--- src/rtl/forth_dbus_responder.sv ---
// Forth CPU data-bus responder: 240x16 RAM, 4-deep UART TX FIFO, LED register, optional cycle counter.
// Define FORTH_DBUS_CYCCNT_EN to build the free-running CYCCNT register at 0xF3.
module forth_dbus_responder #(
  parameter int unsigned CLKS_PER_BIT = 16
) (
  input  logic        clk,
  input  logic        reset_n,
  input  logic [7:0]  daddr,
  input  logic [15:0] ddata_write,
  input  logic        dwrite,
  output logic [15:0] ddata_read,
  output logic        tx,
  output logic [7:0]  led
);

  typedef enum logic [1:0] {S_IDLE, S_START, S_DATA, S_STOP} tx_state_e;

  localparam logic [9:0] BIT_LAST = 10'(CLKS_PER_BIT - 1);

  localparam logic [7:0] A_TXDATA = 8'hF0;
  localparam logic [7:0] A_STATUS = 8'hF1;
  localparam logic [7:0] A_LED    = 8'hF2;
  localparam logic [7:0] A_CYCCNT = 8'hF3;

  tx_state_e   state_q, state_d;
  logic [9:0]  clk_cnt_q, clk_cnt_d;
  logic [2:0]  bit_cnt_q, bit_cnt_d;
  logic [7:0]  shreg_q, shreg_d;

  logic [15:0] mem_q [0:239];
  logic [7:0]  fifo_q [0:3];
  logic [1:0]  wr_ptr_q, rd_ptr_q;
  logic [2:0]  count_q, count_d;
  logic        overrun_q, overrun_d;
  logic [7:0]  led_q;

  logic sel_ram, push_req, push_acc, pop, full, busy, bit_end, ovr_set, ovr_clr;

  assign sel_ram  = (daddr < A_TXDATA);
  assign push_req = dwrite && (daddr == A_TXDATA);
  assign full     = (count_q == 3'd4);
  assign bit_end  = (clk_cnt_q == BIT_LAST);
  // A full FIFO still accepts a push when the head leaves on the same edge.
  assign push_acc = push_req && (!full || pop);
  assign ovr_set  = push_req && full && !pop;
  assign ovr_clr  = dwrite && (daddr == A_STATUS);

  always_ff @(posedge clk or negedge reset_n) begin
    if (!reset_n) state_q <= S_IDLE;
    else          state_q <= state_d;
  end

  always_comb begin
    state_d   = state_q;
    clk_cnt_d = clk_cnt_q;
    bit_cnt_d = bit_cnt_q;
    shreg_d   = shreg_q;
    pop       = 1'b0;
    case (state_q)
      S_IDLE: begin
        if (count_q != 3'd0) begin
          pop       = 1'b1;
          state_d   = S_START;
          clk_cnt_d = '0;
          shreg_d   = fifo_q[rd_ptr_q];
        end
      end
      S_START: begin
        if (bit_end) begin
          state_d   = S_DATA;
          clk_cnt_d = '0;
          bit_cnt_d = '0;
        end else begin
          clk_cnt_d = clk_cnt_q + 10'd1;
        end
      end
      S_DATA: begin
        if (bit_end) begin
          clk_cnt_d = '0;
          shreg_d   = {1'b0, shreg_q[7:1]};
          if (bit_cnt_q == 3'd7) state_d = S_STOP;
          else                   bit_cnt_d = bit_cnt_q + 3'd1;
        end else begin
          clk_cnt_d = clk_cnt_q + 10'd1;
        end
      end
      S_STOP: begin
        if (bit_end) begin
          clk_cnt_d = '0;
          if (count_q != 3'd0) begin
            pop     = 1'b1;
            state_d = S_START;
            shreg_d = fifo_q[rd_ptr_q];
          end else begin
            state_d = S_IDLE;
          end
        end else begin
          clk_cnt_d = clk_cnt_q + 10'd1;
        end
      end
      default: state_d = S_IDLE;
    endcase
  end

  always_comb begin
    tx   = 1'b1;
    busy = (state_q != S_IDLE);
    case (state_q)
      S_START: tx = 1'b0;
      S_DATA:  tx = shreg_q[0];
      default: tx = 1'b1;
    endcase
  end

  always_comb begin
    count_d   = count_q + {2'b00, push_acc} - {2'b00, pop};
    overrun_d = ovr_set ? 1'b1 : (ovr_clr ? 1'b0 : overrun_q);
  end

  always_ff @(posedge clk or negedge reset_n) begin
    if (!reset_n) begin
      clk_cnt_q <= '0;
      bit_cnt_q <= '0;
      shreg_q   <= '0;
      wr_ptr_q  <= '0;
      rd_ptr_q  <= '0;
      count_q   <= '0;
      overrun_q <= 1'b0;
      led_q     <= '0;
    end else begin
      clk_cnt_q <= clk_cnt_d;
      bit_cnt_q <= bit_cnt_d;
      shreg_q   <= shreg_d;
      count_q   <= count_d;
      overrun_q <= overrun_d;
      if (push_acc) wr_ptr_q <= wr_ptr_q + 2'd1;
      if (pop)      rd_ptr_q <= rd_ptr_q + 2'd1;
      if (dwrite && (daddr == A_LED)) led_q <= ddata_write[7:0];
    end
  end

  always_ff @(posedge clk) begin
    if (push_acc) fifo_q[wr_ptr_q] <= ddata_write[7:0];
  end

  always_ff @(posedge clk) begin
    if (dwrite && sel_ram) mem_q[daddr] <= ddata_write;
  end

`ifdef FORTH_DBUS_CYCCNT_EN
  logic [15:0] cyc_q;
  always_ff @(posedge clk or negedge reset_n) begin
    if (!reset_n)                        cyc_q <= '0;
    else if (dwrite && (daddr == A_CYCCNT)) cyc_q <= ddata_write;
    else                                 cyc_q <= cyc_q + 16'd1;
  end
`endif

  always_comb begin
    ddata_read = '0;
    if (sel_ram) begin
      ddata_read = mem_q[daddr];
    end else begin
      case (daddr)
        A_STATUS: ddata_read = {10'd0, overrun_q, busy, full, count_q};
        A_LED:    ddata_read = {8'h00, led_q};
`ifdef FORTH_DBUS_CYCCNT_EN
        A_CYCCNT: ddata_read = cyc_q;
`endif
        default:  ddata_read = '0;
      endcase
    end
  end

  assign led = led_q;

endmodule
--- config.mk ---
export PLATFORM = sky130hd
export DESIGN_NAME = forth_dbus_responder
export DESIGN_NICKNAME = d
export VERILOG_FILES = /design/src/rtl/forth_dbus_responder.sv
export SDC_FILE = /design/constraint.sdc
export NUM_CORES = 2
export LEC_CHECK = 0
export BUFFER_PORTS_ARGS = -buffer_cell sky130_fd_sc_hd__buf_2
export CORE_MARGIN = 10
export CORE_UTILIZATION = 55
export DETAILED_ROUTE_END_ITERATION = 8
export PLACE_DENSITY = 0.71
export REMOVE_ABC_BUFFERS = 1
export SLEW_MARGIN = 10
export SYNTH_ARGS = -nofsm -noshare
export SYNTH_HDL_FRONTEND = slang
export SYNTH_SLANG_ARGS = --single-unit
--- constraint.sdc ---
create_clock -name clk -period 7.5 [get_ports clk]
set_clock_uncertainty 0.05 [all_clocks]
set_input_delay 2.25 -clock clk [delete_from_list [all_inputs] [get_ports clk]]
set_output_delay 2.25 -clock clk [all_outputs]
set_load 0.02 [all_outputs]
==> Word-level counts from Yosys, hierarchy flattened <==
Memory sizes are Yosys's and may differ from the RTL's.
Cells that the tools add are included.
{ "word_totals": {"regBits": 39, "mem_bits_rw": 3872, "wordCells": 83, "output_inout_bits": 25, "input_bits": 27, "n_memories": 2} }
{ "op_classes": {"muxes": 30, "n_eq_ne": 15, "addsub": 6, "reduce_logical": 20, "n_lt_le_gt_ge": 1} }
{ "memory_table": {"columns": ["name", "words", "width", "read_ports", "rd_ports_with_merged_regs", "wr", "line_no", "rtl"], "rows": [
  ["mem_q", 240, 16, 1, 0, 1, "30", "logic [15:0] mem_q [0:239];"],
  ["fifo_q", 4, 8, 1, 0, 1, "31", "logic [7:0] fifo_q [0:3];"]
]} }
{ "ops": {"columns": ["cell", "count"], "rows": [
  ["equality test 8 bit, second input constant", 3],
  ["two-way mux 8 bit", 3],
  ["one-hot mux 8 bit (3 select lines)", 1],
  ["two-way mux 10 bit", 2],
  ["one-hot mux 10 bit (2 select lines)", 1],
  ["two-way mux 16 bit", 1],
  ["one-hot mux 8 bit (2 select lines)", 1],
  ["!= test 2 bit, second input constant", 6],
  ["adder 10 x 1 -> 10 bit, second input constant", 1],
  ["equality test 10 x 4 -> 1 bit, second input constant", 1],
  ["two-way mux 2 bit", 5],
  ["two-way mux 1 bit", 9],
  ["two-way mux 3 bit", 3],
  ["less-than comparator 8 bit, second input constant", 1],
  ["one-hot mux 2 bit (4 select lines)", 1],
  ["logical AND 1 bit", 7],
  ["equality test 3 bit, second input constant", 2],
  ["one-hot mux 3 bit (2 select lines)", 1],
  ["nonzero test 2 bit", 3],
  ["nonzero test 3 bit", 2],
  ["AND reduction 5 bit", 1],
  ["adder 2 x 1 -> 2 bit, second input constant", 2],
  ["equality test 2 bit, second input constant", 2],
  ["one-hot mux 1 bit (2 select lines)", 2],
  ["other kinds (10)", 11]
]} }

==> Logic depth before layout (Yosys ltp) <==
{ "logic_depth": {"ltp_word": 8, "ltp_mapped": 15} }

==> Worst setup path after synthesis <==
No wires, ideal clock.
{ "synth_timing": {"kind": "in2out", "startpoint": "input port daddr[0]", "endpoint": "output port ddata_read[13]", "setup_slack_ns": 0.550, "cell_stages": 10, "required_ns": 5.200, "arrival_ns": 4.650, "path_cell_list": "buf_6 buf_6 buf_4 buf_4 buf_2 mux4_2 mux2i_1 o22ai_1 a2111oi_0 nand4_1"} }
{ "synth_via": {"elab_chain_cells": 2} }
{ "synth_lines": {"columns": ["item", "line_no", "rtl"], "rows": [
  ["from (decl)", "8", "input logic [7:0] daddr,"],
  ["memory (240 x 16 bit) or less-than comparator 8 bit (tied branches)", null, null],
  ["two-way mux 16 bit (*)", "161", "if (sel_ram) begin"],
  ["to (decl)", "11", "output logic [15:0] ddata_read,"]
]} }
Mark *: on every way between the ends. The rest lies on a longest branch, timed or not.

==> Worst setup path after layout <==
{ "layout_timing": {"startpoint": "input port daddr[0]", "endpoint": "output port ddata_read[9]"} }
The elaborated chain is that of the path after synthesis.

==> impl_metrics.toml <==
[status]
status = "complete, but fails checks"
violations = "negative setup slack"

[drt]
antenna_left = 0
drc_errors = 0
wire_per_inst_um = 38.1
vias = 81100
drt_iter0_markers = 13800
wl_mm = 454
first_pass_iters = 9
routed_via_density = 6.81

[clocking]
cts_root_buffer = "clkbuf_16"
cts_buffer_depth = 4
h-tree-depth = 5
clock_sinks = 3911
clkLatencyLatePin_ns = 0.90
cts_buffers = 384
path_clk_slew_ns = 0.06
cts_tree = "done"

[worst_setup_path]
critPathKind = "in -> out"
critPathCaptureType = "output port"
worstPathArrival_ns = 5.56
start_kind = "input port"
critical_path_peak_fanout = 5
worstPathRequired_ns = 5.20

[global_route]
overflow = 0
grt_usage_pct = 30.5
grt_max_degree = 193
antenna_found_initial = 35
grt_pass1_vias = 79400
grt_pass1_wl_mm = 632

[die]
rows = 192
io_pins = 52
chipHeight_um = 544
die_x_um = 544
core-area_sq_mm = 0.273
dieArea_sq_mm = 0.296
start_util_pct = 55.2

[layout]
fin_nets = 8047
stdcell_count = 11900
multi_input_area_sq_mm = 0.0327
fill_cells = 17200
area_growth_pct = 18.0
seq_area_sq_mm = 0.117
drive_gt1_share_pct = 35.4
final_area_sq_mm = 0.178

[timing]
timing.final.crit_share_pct = 105
fin_ws_ns = -0.365
fin_crit_ns = 7.86
tightestPinTransition_ns = 1.43
slew-limit-headroom_pct = 4.90
finalHoldViolCount = 0
rsz0062_at_grt = "yes"
max_freq_ghz = 0.127
slew_viol_final = 0
setup_violations = 15

[synth]
ys_seq_area_share_pct = 77.7
synth.area.top_cells = "edfxtp_1, mux4_2, mux2i_1"
synth_cell_types = 78
synth_edf_count = 3872
yosysTopAreaCell = "edfxtp_1"
synth_top_area_share_pct = 77.0
yosys_warnings = 0
syn_area_sq_mm = 0.151
ys_top_cells_by_count = "edfxtp_1, mux4_2, nor2_1"
synth_most_common_cell = "edfxtp_1"
synthCells = 6791
synth_async_sr_flop_share_pct = 0.997
syn_avg_cell_area_sq_um = 22.2
synth_seq_cells = 3911
synth_ff_type = "edfxtp_1"

[power]
p_leak_nw = 58.1
total_power_mw = 46.3
p_per_area_mw_per_mm2 = 260
peakVddDrop_mv = 0.215

[place]
placed_cells = 11100
io_buffers = 51
dp_hpwl_mm = 283
place_congestion = 0.999
place_ws_ns = -1.11
post_dp_cell_area_sq_mm = 0.164

[job]
max_cap_violations = 0

[worst_hold_path]
min_path_type = "reg -> reg"
[flip-flops by register name, summed over array words and instances (netlist names)]
name and count:
bit_cnt_q 3, clk_cnt_q 10, count_q 3, fifo_q 32
led 8, mem_q 3840, overrun_q 1, rd_ptr_q 2
shreg_q 8, state_q 2, wr_ptr_q 2
[worst max-delay path, cell delays in order]
cell and delay, ns:
buf_16 0.15, buf_16 0.16, buf_12 0.12, buf_6 0.09, mux4_2 0.60, a221o_2 0.50, a2111oi_4 0.31, a31oi_2 0.09
nor4_4 0.69, buf_4 0.22, a31oi_2 0.09, buf_6 0.16
[final timing paths]
kind                                           from                      end  slack (ns)  cells after the start
min reg2reg                  shreg_q[2]$_DFFE_PN0P_   shreg_q[2]$_DFFE_PN0P_        0.43                      2
max in group asynchronous                   reset_n  wr_ptr_q[1]$_DFFE_PN0P_        5.22                      1
min                          shreg_q[2]$_DFFE_PN0P_   shreg_q[2]$_DFFE_PN0P_        0.43                      2
max reg2reg                clk_cnt_q[6]$_DFFE_PN0N_     count_q[2]$_DFF_PN0_        3.49                     13
min in group asynchronous                   reset_n       led[6]$_DFFE_PN0P_        1.48                      1
max                                        daddr[0]            ddata_read[9]       -0.36                     12
[through the flow]
step	hold slack [ns]	TNS [ns]	utilization, %
6_report	0.434	-1.94	65.2
5_1_grt	0.470	-1.61	65.2
4_1_cts	0.441	-0.437	64.9
3_5_place_dp	0.428	-9.52	59.9
3_3_place_gp	0.415	-9.54	59.9
2_1_floorplan	0.398	-79.38	-
[cell usage in the layout, fill, tap and decap left out, types with 10 or more instances in the layout]
cell,Yosys,routed
edfxtp_1,3872,3872
a211oi_1,18,11
nor2_1,312,244
buf_6,12,32
mux2_2,14,14
clkbuf_1,121,73
diode_2,0,18
nor2_2,2,66
buf_12,0,126
a22oi_1,73,65
and3_1,24,22
ha_1,14,14
nand3_1,59,56
clkbuf_8,0,21
a21oi_1,49,44
mux2i_1,238,226
buf_16,0,21
a31oi_1,32,22
dfrtp_1,39,39
nand2_1,239,233
o21ai_0,65,55
inv_1,19,17
clkinv_1,0,93
nor2b_1,21,17
a22o_1,12,12
a221oi_1,20,14
a32oi_1,29,26
clkbuf_16,0,388
buf_4,58,986
nand2b_1,19,18
clkinv_2,0,62
nor3_1,20,19
a32o_1,12,12
and2_1,11,10
bufinv_16,0,31
mux4_2,995,995
buf_2,131,22
o22ai_1,52,47
nand4_1,18,18
[report_power, final]
| part | switching [mW] | internal [mW] | total (mW) |
|---|---|---|---|
| logic | 1.99 | 1.29 | 3.28 |
| registers | 0.102 | 24.1 | 24.2 |
| clock network | 8.15 | 10.6 | 18.8 |
| total | 10.2 | 36.1 | 46.3 |
[final cells by class]
cell class	count	share of cell area (%)
Antenna cell	18	0.0253
Clock buffer	470	5.67
Clock inverter	217	1.14
Inverter	19	0.0471
Multi-Input combinational cell	2476	18.4
Sequential cell	3911	65.8
Tap cell	3589	2.52
Timing Repair Buffer	1213	6.43
[cells by family (layout without fill, tap and decap cells)]
| group | count (synthesis) | count (layout) | share of synthesized area (%) |
|---|---|---|---|
| flip-flops | 3911 | 3911 | 77.7 |
| multiplexers | 1248 | 1248 | 16.5 |
| AND/OR/NAND/NOR | 776 | 776 | 2.31 |
| AO/OA/AOI/OAI | 430 | 430 | 1.99 |
| buffers and inverters | 404 | 1919 | 1.32 |
| adder cells (fa/ha/maj) | 15 | 15 | 0.129 |
| XOR/XNOR | 7 | 7 | 0.0406 |
| other | 0 | 18 | 0 |
[timing repair]
action / 4_1_cts / 5_1_grt
gates cloned: 12 / 1
pin swaps: 23 / 17
buffers inserted: 51 / 30
endpoints found under the hold margin: 0 / 0
hold buffers: 0 / 0
gates resized for setup: 170 / 70
setup endpoints to repair: 16 / 16
[layer usage]
metal	up-vias	track usage, %	share of wire (%)
met4	10	15.9	6.7
li1	31200	-	-
met1	42300	41.1	34
met5	-	0	0.015
met2	6363	45.5	45
met3	1213	9.29	14
(Power assumes the default switching activity.)
